==> src/rtl/mem_access_ctrl.sv <==
// Load/store sequencer for a single-port data RAM: lane enables, store alignment, load extension, timeout.
// Optional MEM_ALIGN_CHECK_EN adds adel/ades and skips the RAM for misaligned half/word accesses.
module mem_access_ctrl #(
    parameter int AW      = 32,
    parameter int TIMEOUT = 16
) (
    input  logic          clk,
    input  logic          rst,
    input  logic          mem_en,
    input  logic          mem_we,
    input  logic [1:0]    size,
    input  logic          ld_unsigned,
    input  logic [AW-1:0] addr,
    input  logic [31:0]   wdata,
    output logic          stall,
    output logic          done,
    output logic [31:0]   rdata,
    output logic          bus_err,
    output logic          ram_req,
    output logic          ram_we,
    output logic [3:0]    ram_be,
    output logic [AW-1:0] ram_addr,
    output logic [31:0]   ram_wdata,
    input  logic          ram_ack,
    input  logic [31:0]   ram_rdata
`ifdef MEM_ALIGN_CHECK_EN
    ,
    output logic          adel,
    output logic          ades
`endif
);

    localparam int CW = (TIMEOUT > 2) ? $clog2(TIMEOUT) : 1;
    localparam logic [CW-1:0] CNT_LAST = CW'(TIMEOUT - 1);

    typedef enum logic [1:0] {IDLE, BUS, DONE} state_t;

    state_t        state_reg, state_next;
    logic          we_reg;
    logic [1:0]    size_reg;
    logic          uns_reg;
    logic [AW-1:0] addr_reg;
    logic [31:0]   wdata_reg;
    logic [CW-1:0] cnt_reg;
    logic [31:0]   load_reg;
    logic          err_reg;
    logic          misalign;
    logic          fault;
    logic          is_byte;
    logic          is_half;
    logic [3:0]    be_lane;
    logic [31:0]   wdata_lane;
    logic [31:0]   shifted;
    logic [31:0]   load_ext;

`ifdef MEM_ALIGN_CHECK_EN
    logic adel_reg;
    logic ades_reg;

    // Misalignment is judged on the live inputs so a faulting access never reaches BUS.
    assign misalign = ((size == 2'b01) && addr[0]) || (size[1] && (addr[1:0] != 2'b00));
    assign fault    = err_reg | adel_reg | ades_reg;
    assign adel     = adel_reg;
    assign ades     = ades_reg;
`else
    assign misalign = 1'b0;
    assign fault    = err_reg;
`endif

    always_comb begin
        state_next = state_reg;
        stall      = 1'b0;
        case (state_reg)
            IDLE: begin
                stall = mem_en;
                if (mem_en)
                    state_next = misalign ? DONE : BUS;
            end
            BUS: begin
                stall = 1'b1;
                if (ram_ack || (cnt_reg == CNT_LAST))
                    state_next = DONE;
            end
            DONE:    state_next = IDLE;
            default: state_next = IDLE;
        endcase
    end

    always_ff @(posedge clk or posedge rst) begin
        if (rst) begin
            state_reg <= IDLE;
            we_reg    <= 1'b0;
            size_reg  <= 2'b00;
            uns_reg   <= 1'b0;
            addr_reg  <= '0;
            wdata_reg <= '0;
            cnt_reg   <= '0;
            load_reg  <= '0;
            err_reg   <= 1'b0;
`ifdef MEM_ALIGN_CHECK_EN
            adel_reg  <= 1'b0;
            ades_reg  <= 1'b0;
`endif
        end else begin
            state_reg <= state_next;
            case (state_reg)
                IDLE: begin
                    if (mem_en) begin
                        we_reg    <= mem_we;
                        size_reg  <= size;
                        uns_reg   <= ld_unsigned;
                        addr_reg  <= addr;
                        wdata_reg <= wdata;
                        cnt_reg   <= '0;
`ifdef MEM_ALIGN_CHECK_EN
                        adel_reg  <= misalign & ~mem_we;
                        ades_reg  <= misalign & mem_we;
`endif
                    end
                end
                BUS: begin
                    if (ram_ack)
                        load_reg <= ram_rdata;
                    else if (cnt_reg == CNT_LAST)
                        err_reg <= 1'b1;
                    else
                        cnt_reg <= cnt_reg + 1'b1;
                end
                DONE: begin
                    err_reg  <= 1'b0;
`ifdef MEM_ALIGN_CHECK_EN
                    adel_reg <= 1'b0;
                    ades_reg <= 1'b0;
`endif
                end
                default: ;
            endcase
        end
    end

    // Size 2'b11 falls through to the word case.
    assign is_byte = (size_reg == 2'b00);
    assign is_half = (size_reg == 2'b01);

    always_comb begin
        if (is_byte)
            be_lane = 4'b0001 << addr_reg[1:0];
        else if (is_half)
            be_lane = addr_reg[1] ? 4'b1100 : 4'b0011;
        else
            be_lane = 4'b1111;
    end

    generate
        for (genvar gi = 0; gi < 4; gi++) begin : g_lane
            logic [7:0] lane_src;
            always_comb begin
                if (is_byte)
                    lane_src = wdata_reg[7:0];
                else if (is_half)
                    lane_src = wdata_reg[8*(gi%2) +: 8];
                else
                    lane_src = wdata_reg[8*gi +: 8];
            end
            assign wdata_lane[8*gi +: 8] = be_lane[gi] ? lane_src : 8'h00;
        end
    endgenerate

    always_comb begin
        if (is_byte) begin
            shifted  = load_reg >> {addr_reg[1:0], 3'b000};
            load_ext = {{24{~uns_reg & shifted[7]}}, shifted[7:0]};
        end else if (is_half) begin
            shifted  = load_reg >> {addr_reg[1], 4'b0000};
            load_ext = {{16{~uns_reg & shifted[15]}}, shifted[15:0]};
        end else begin
            shifted  = load_reg;
            load_ext = load_reg;
        end
    end

    assign done      = (state_reg == DONE);
    assign bus_err   = err_reg;
    assign rdata     = (done && !we_reg && !fault) ? load_ext : 32'h0;
    assign ram_req   = (state_reg == BUS);
    assign ram_we    = ram_req & we_reg;
    assign ram_be    = ram_req ? be_lane : 4'b0000;
    assign ram_addr  = ram_req ? {addr_reg[AW-1:2], 2'b00} : '0;
    assign ram_wdata = ram_req ? wdata_lane : 32'h0;

endmodule

==> config.mk <==
export PLATFORM = sky130hd
export DESIGN_NAME = mem_access_ctrl
export DESIGN_NICKNAME = d
export VERILOG_FILES = /design/src/rtl/mem_access_ctrl.sv
export SDC_FILE = /design/constraint.sdc
export NUM_CORES = 1
export LEC_CHECK = 0
export CORE_ASPECT_RATIO = 0.75
export CORE_MARGIN = 3
export CORE_UTILIZATION = 40
export DETAILED_ROUTE_END_ITERATION = 8
export PLACE_DENSITY = 0.73
export SLEW_MARGIN = 25
export SYNTH_ARGS = -nofsm -noshare
export SYNTH_HDL_FRONTEND = slang
export SYNTH_SLANG_ARGS = --single-unit
==> constraint.sdc <==
create_clock -name clk -period 5.45 [get_ports clk]
set_input_delay 1.09 -clock clk [delete_from_list [all_inputs] [get_ports clk]]
set_output_delay 1.09 -clock clk [all_outputs]
set_load 0.02 [all_outputs]
**After elaboration in Yosys (flattened, before gate mapping)**

Cells that the tools add are included.

- Register bits after elaboration: 107
- Input port bits: 104
- Logic and storage cells: 69

- Add/sub/neg operators: 1
- Equality and inequality tests: 9
- Shifts and indexed selects: 3
- Multiplexer cells: 29
- Bitwise gates (word level): 4
- Reductions and logical operators: 14

Operators by type and width:

| cell | number |
|---|---|
| 32-bit 2-to-1 mux | 5 |
| 8-bit 2-to-1 mux | 9 |
| 32-bit by 5-bit right shift with 16-bit output | 1 |
| 32-bit by 5-bit right shift with 8-bit output | 1 |
| 4-bit 2-to-1 mux | 7 |
| 4-bit case mux with 2 select lines | 1 |
| 2-bit inequality test (second input constant) | 3 |
| 2-bit AND reduction | 3 |
| 4-bit by 1-bit adder with 4-bit output (second input constant) | 1 |
| 2-bit by 1-bit equality test with 1-bit output (second input constant) | 2 |
| 4-bit equality test (second input constant) | 1 |
| 2-bit zero test | 2 |
| 2-bit 2-to-1 mux | 2 |
| 2-bit by 1-bit inequality test with 1-bit output (second input constant) | 2 |
| 1-bit case mux with 2 select lines | 2 |
| 2-bit case mux with 2 select lines | 1 |
| 4-bit AND reduction | 1 |
| 2-bit nonzero test | 2 |
| 1-bit by 2-bit left shift with 4-bit output (first input constant) | 1 |
| 1-bit AND | 3 |
| 3-bit AND reduction | 1 |
| 2-bit equality test (second input constant) | 1 |
| 1-bit logical AND | 2 |
| 1-bit zero test | 2 |
| 3 further kinds | 4 |

**Depth between registers and ports, before layout**

Gate-level depths: netlist of the first run.

- Depth in word-level cells: 5
- Gate-level depth with buffers: 6

**Worst setup path after synthesis of the first run**

Ideal clock, no wire load.

- Path kind: register to output
- Start point: register state_reg[0]
- End point: output port rdata[5]
- Arrival: 2.271 ns
- Required time: 4.360 ns
- Path slack: 2.089 ns
- Cell stages (with the launch flop): 5
- Path buffers: 1
- Cells stage by stage: dfrtp_1 > nor2b_1 > nand2_1 > clkbuf_1 > a2111oi_0

- Word-level cells in the longest chain between the ends: 4

Ends and longest elaborated chain:

| what | RTL line | RTL |
|---|---|---|
| start: declaration | 38 | `state_t state_reg, state_next;` |
| start signal: assignment | 105 | `state_reg <= state_next;` |
| 2-bit equality test | 182 | `assign done = (state_reg == DONE);` |
| via done | 16 | `output logic done,` |
| 1-bit logical AND (2 in a row) | 184 | `assign rdata = (done && !we_reg && !fault) ? load_ext : 32'h0;` |
| 32-bit 2-to-1 mux | 184 |  |
| end: declaration | 17 | `output logic [31:0] rdata,` |

The timed path passes the listed nets, and every way through them passes these cells.

**Worst setup path in the final report of the first run**

- Start point: register state_reg[0]
- End point: output port ram_wdata[11]

- Word-level cells in the longest chain between the ends: 2

Ends and longest elaborated chain:

| what | RTL line | RTL |
|---|---|---|
| 2-bit by 1-bit equality test with 1-bit output | 185 | `assign ram_req = (state_reg == BUS);` |
| 32-bit 2-to-1 mux | 189 | `assign ram_wdata = ram_req ? wdata_lane : 32'h0;` |
| end: declaration | 23 | `output logic [31:0] ram_wdata,` |

No other way between the ends.

==> results.toml, run 1 <==
[run_status]
run_status = "finished, final reports clean"

[hold_path]
hold_start = "addr_reg[6]"
worst_hold_path_type = "reg -> reg"
worst_hold_path.num_cells = 1
hold_path_end = "addr_reg[6]"

[drt]
iteration_count_of_the_initial_detailed_routing_pass = 5
antenna_violating_nets_post_route = 0
remaining_drc_errors = 0
wl_per_cell_microns = 18.3
detail_route.vias_per_cell = 5.10
dr_total_vias = 4545
detail_route.iter0.violations = 187
totalWireLength_microns = 16300

[timing]
layout_worst_path_cycle_share_pct = 81.3
setup_slack_ps = 1020
relSlewSlack_pct = 39.5
final-setup-viol-count = 0
timing.final.hold_violations = 0
setup_total_negative_slack_ps = 0
worst_slew_pin_slew_ps = 901
rsz_0062_raised_after_global_routing = "no"
timing.clock.skew_ps = 9.41
timing_limited_maximum_frequency_mhz = 226
maxSlewViolCount = 0
final_period_minus_worst_setup_slack_ps = 4430
worst_hold_slack_ps = 498

[global_routing]
maximum_number_of_pins_on_one_net_before_global_route_repair = 55
grt_first_pass_wirelength_microns = 26000
antenna_found_initial = 1
global_routing_usage_summed_across_all_routing_layers_pct = 20.5
globalRoute.totalOverflow = 0
first_global_vias = 4779

[clock_network]
ctsResizeCount = 0
cts_root_buf = "sky130_fd_sc_hd__clkbuf_16"
insertion_delay_ps = 350
cts.path.max_buffers = 2
clk_pin_slew_worst_paths_ps = 70
post_cts_hold_buffer_count = 0
tritoncts = "done"
cts_num_sinks = 107
clock_tree.htree_level_count = 3
post_cts_buffers = 0
tritoncts.num_buffers = 9

[final_layout]
non_filler_cell_area_final_sq_um = 8230
finish.cell_count_without_fillers = 892
n_antenna_cell = 0
layout.cells.most_common_list = "sky130_fd_sc_hd__clkdlybuf4s50_1 (206), sky130_fd_sc_hd__mux2_2 (106), sky130_fd_sc_hd__dfrtp_1 (106)"
final_layout_size_suffix_gt1_share_pct = 20.8
final_common_cell = "sky130_fd_sc_hd__clkdlybuf4s50_1"
fin_nets = 797
synthToLayoutAreaGrowth_pct = 41.9
final_core_util_pct = 59.1

[logic_synthesis]
ys_types = 49
yosysWarnings = 0
postSynth.topFlopCell = "sky130_fd_sc_hd__dfrtp_1"
synth-seq-cells = 107
async_reset_ff_share_pct = 100
synth-edff-count = 0
synthesis.area_per_instance_sq_um = 11.5
post_synth_inst_count = 506
netlist_area_before_placement_sq_um = 5800
synth.yosys.seq_area_share_pct = 46.2

[place]
numPortBuffers = 206
post_dp_cell_area_sq_um = 7940
place.detailed.hpwl_microns = 11800
worst_slack_at_placement_ps = 1360
routabilityCongestion = 0.847
numPlacedInstances = 876

[pwr]
worst_vdd_drop_mv = 0.213
post-layout-total-power_mw = 4.10
power.leakage_nw = 3.26
power_density_nw_per_um2 = 498

[worst_setup_path]
timing.critical_path.cells = "nand2b_1, inv_2, o21ai_1, a21oi_1, clkdlybuf4s50_1"
number_of_cell_instances_on_the_worst_register_to_register_path = 5
regToRegSetupSlack_ps = 2790
timing.critical_path.fanout_max = 39
worst-setup-path-type = "reg -> out"
critical-path-top-delay-family = "buffers and inverters"
crit_arrival_ps = 3340
slowest_delay_ps = 640
start_kind = "flop"
worst_path_max_delay_cell = "sky130_fd_sc_hd__clkdlybuf4s50_1"
critical_path_buf_inv_count = 2
setup.worst_path.end_class = "output pin"
crit_path_start = "state_reg[0]"
cp_data_required_time_ps = 4360
regToRegStartpoint = "state_reg[1]"
destination_of_the_worst_register_to_register_timing_path = "load_reg[30]"

[floorplan]
die_h_microns = 110
core_region_sq_um = 13900
design.die.area_sq_um = 16000
row_count = 37
boundaryPins = 209
die-width_microns = 145
starting_density_of_the_core_pct = 41.6

[flow_run]
maxCapViolCount = 0
synth_stat cells, drive strengths merged, types with 2 or more instances:
master	instances	area share, %
mux2	109	21
dfrtp	107	46
and2	31	3.3
nand2	30	1.9
nor2	30	1.9
buf	28	3.4
nor3	24	2.1
nor2b	22	2.5
mux2i	18	3.1
inv	14	0.91
o21ai	14	1.2
a21oi	12	1.0
clkbuf	11	0.73
a31oi	9	0.97
nor3b	9	1.2
a2111oi	7	1.2
mux4	7	2.8
nand2b	2	0.22
nand3b	2	0.26
nor4b	2	0.56
o21a	2	0.26
o311ai	2	0.60
or2	2	0.22
worst reg2reg max path: stages, from the launching register on:
cell and delay (ps):
sky130_fd_sc_hd__dfrtp_1 430, sky130_fd_sc_hd__nand2b_1 680, sky130_fd_sc_hd__inv_2 450, sky130_fd_sc_hd__nand2_1 200, sky130_fd_sc_hd__buf_4 390, sky130_fd_sc_hd__mux2_2 420
cells by family after synthesis:
logic type	Yosys count	share of synthesized area, %
buffers and inverters	53	5.00
adders and majority gates	1	0.216
DFF	107	46.2
and+or+nand+nor	158	14.8
other	1	0.0646
muxes	134	27.2
AOI/OAI and AO/OA	52	6.62
layout make-up:
type,count,area (sq um)
Clock buffer,12,246
Clock inverter,4,50.0
Fill cell,1117,5700
Inverter,14,55.1
Multi-Input combinational cell,347,2840
Sequential cell,107,2680
Tap cell,195,244
Timing Repair Buffer,213,2110
routing by layer:
metal | wire length [microns] | track usage (%) | share of wire, %
met5 | 13 | 0 | 0.080
met4 | 337 | 6.78 | 2.1
met3 | 1350 | 7.72 | 8.3
met2 | 7280 | 31.7 | 45
met1 | 7320 | 26.9 | 45
worst max path at each step:
stage / slack, ps / depth (start not counted) / end
detailed placement: 1360 / 5 / ram_wdata[11]
global placement: 1540 / 5 / ram_wdata[10]
finish: 1020 / 5 / ram_wdata[11]
global route: 650 / 5 / ram_wdata[25]
floorplan: 1540 / 1 / addr_reg[0]
CTS: 960 / 5 / ram_wdata[11]
report_power, final:
part           leakage, nW  total, mW  internal (mW)  switching (mW)
clock                0.139      0.650          0.368           0.281
combinational         1.86       1.95           1.02           0.925
sequential            1.26       1.50           1.15           0.351
Note: power is estimated with default switching activity, not from simulation.
==> inputs of run 2 (changes only) <==
PLACE_DENSITY = 0.76   (was 0.73)
clock period = 3.85 ns   (was 5.45 ns; I/O delays follow)
==> run 2 against run 1 <==
  * Worst hold slack improved by 1.3 ps
  * Clock-buffer cell count rose by 1
  * Combinational power up 43%
  * Die area unchanged
==> results.toml, run 2 (synthesized netlist as in run 1, its figures left out) <==
[timing]
layout_worst_path_cycle_share_pct = 96.4
timing.clock.skew_ps = 5.37
rsz_0062_raised_after_global_routing = "no"
setup_total_negative_slack_ps = 0
timing.final.hold_violations = 0
maxSlewViolCount = 0
worst_slew_pin_slew_ps = 972
relSlewSlack_pct = 34.8
final_period_minus_worst_setup_slack_ps = 3710
final-setup-viol-count = 0
timing_limited_maximum_frequency_mhz = 269
worst_hold_slack_ps = 499

[place]
routabilityCongestion = 0.839
post_dp_cell_area_sq_um = 7970
place.detailed.hpwl_microns = 11800
numPortBuffers = 206

[drt]
remaining_drc_errors = 0
dr_total_vias = 4682
antenna_violating_nets_post_route = 0
wl_per_cell_microns = 18.1
totalWireLength_microns = 16200
iteration_count_of_the_initial_detailed_routing_pass = 4
detail_route.vias_per_cell = 5.23
detail_route.iter0.violations = 340

[floorplan]
die_h_microns = 110
design.die.area_sq_um = 16000
die-width_microns = 145
row_count = 37
core_region_sq_um = 13900
boundaryPins = 209
starting_density_of_the_core_pct = 41.6

[global_routing]
globalRoute.totalOverflow = 0
global_routing_usage_summed_across_all_routing_layers_pct = 20.1
busiest_layer_in_global_routing = "met2"
grt_first_pass_wirelength_microns = 25800
antenna_found_initial = 0
grtUsageMet3_pct = 7.07
first_global_vias = 4796
maximum_number_of_pins_on_one_net_before_global_route_repair = 52
groute.layer.met1.usage_pct = 27.0
grt.met2_usage_pct = 31.9

[run_status]
run_status = "finished, final reports clean"

[worst_setup_path]
regToRegStartpoint = "state_reg[0]"
destination_of_the_worst_register_to_register_timing_path = "cnt_reg[2]"
worst-setup-path-type = "reg -> out"
timing.critical_path.fanout_max = 33
setup.worst_path.end_class = "output pin"
number_of_cell_instances_on_the_worst_register_to_register_path = 4
start_kind = "flop"
cp_data_required_time_ps = 3080
crit_arrival_ps = 2940
regToRegSetupSlack_ps = 1890

[pwr]
power.leakage_nw = 3.28
power_density_nw_per_um2 = 701
worst_vdd_drop_mv = 0.316
post-layout-total-power_mw = 5.79

[hold_path]
hold_start = "addr_reg[12]"
hold_path_end = "addr_reg[12]"
worst_hold_path.num_cells = 1
worst_hold_path_type = "reg -> reg"

[clock_network]
cts_num_sinks = 107
insertion_delay_ps = 340
cts.path.max_buffers = 2
cts_root_buf = "sky130_fd_sc_hd__clkbuf_16"
tritoncts.num_buffers = 9
post_cts_hold_buffer_count = 0
tritoncts = "done"
clock_tree.htree_level_count = 3
clk_pin_slew_worst_paths_ps = 70

[flow_run]
maxCapViolCount = 0

[final_layout]
final_layout_size_suffix_gt1_share_pct = 21.4
fin_nets = 800
final_common_cell = "sky130_fd_sc_hd__clkdlybuf4s50_1"
synthToLayoutAreaGrowth_pct = 42.4
non_filler_cell_area_final_sq_um = 8260
n_antenna_cell = 0
layout.cells.most_common_list = "sky130_fd_sc_hd__clkdlybuf4s50_1 (206), sky130_fd_sc_hd__mux2_2 (106), sky130_fd_sc_hd__dfrtp_1 (105)"
[run 2: how the worst max path moves through the flow]
stage | to | slack (ps) | cells after the start | startpoint
final | rdata[15] | 140 | 6 | size_reg[1]
after floorplan | addr_reg[0] | 260 | 1 | rst
after global placement | rdata[5] | 470 | 4 | addr_reg[1]
after detailed placement | rdata[5] | 380 | 4 | addr_reg[1]
after CTS | rdata[5] | 20 | 4 | addr_reg[1]
after global routing | rdata[5] | 10 | 5 | size_reg[0]
[run 2: where the power goes]
group | leakage [nW] | switching, mW | total [mW] | internal, mW
sequential | 1.26 | 0.485 | 2.12 | 1.63
clock | 0.142 | 0.395 | 0.887 | 0.492
combinational | 1.88 | 1.33 | 2.79 | 1.46
[run 2: repair_timing]
action,4_1_cts,5_1_grt
gates resized for setup,0,2
setup endpoints to repair,0,19
setup buffers,0,0
[run 2: critical path: stages (launching register included)]
cell and delay (ps):
sky130_fd_sc_hd__dfrtp_2 560, sky130_fd_sc_hd__buf_4 460, sky130_fd_sc_hd__nor2_1 70, sky130_fd_sc_hd__buf_4 200, sky130_fd_sc_hd__a32oi_2 440, sky130_fd_sc_hd__a31oi_1 240, sky130_fd_sc_hd__clkdlybuf4s50_1 590
[run 2: per-layer routing]
layer,vias up,part of all wire (%)
met3,17,8.8
li1,2157,-
met1,2312,44
met4,0,1.2
met5,-,0
met2,196,46
[run 2: final cells by class]
type | count | area [sq um]
timing repair buffer | 216 | 2150
tap | 195 | 244
clock buffer | 13 | 270
fill | 1137 | 5670
inverter | 14 | 55.1
clock inverter | 3 | 21.3
sequential | 107 | 2680
multi-input combinational | 347 | 2840
[run 2: per-stage QoR]
step                cells  worst slack, ps  utilization, %
global placement      879              473            57.2
global route          895             14.0            59.3
floorplan             507              263               -
CTS                   895             16.0            59.3
detailed placement    879              383            57.2
finish                895              138            59.3
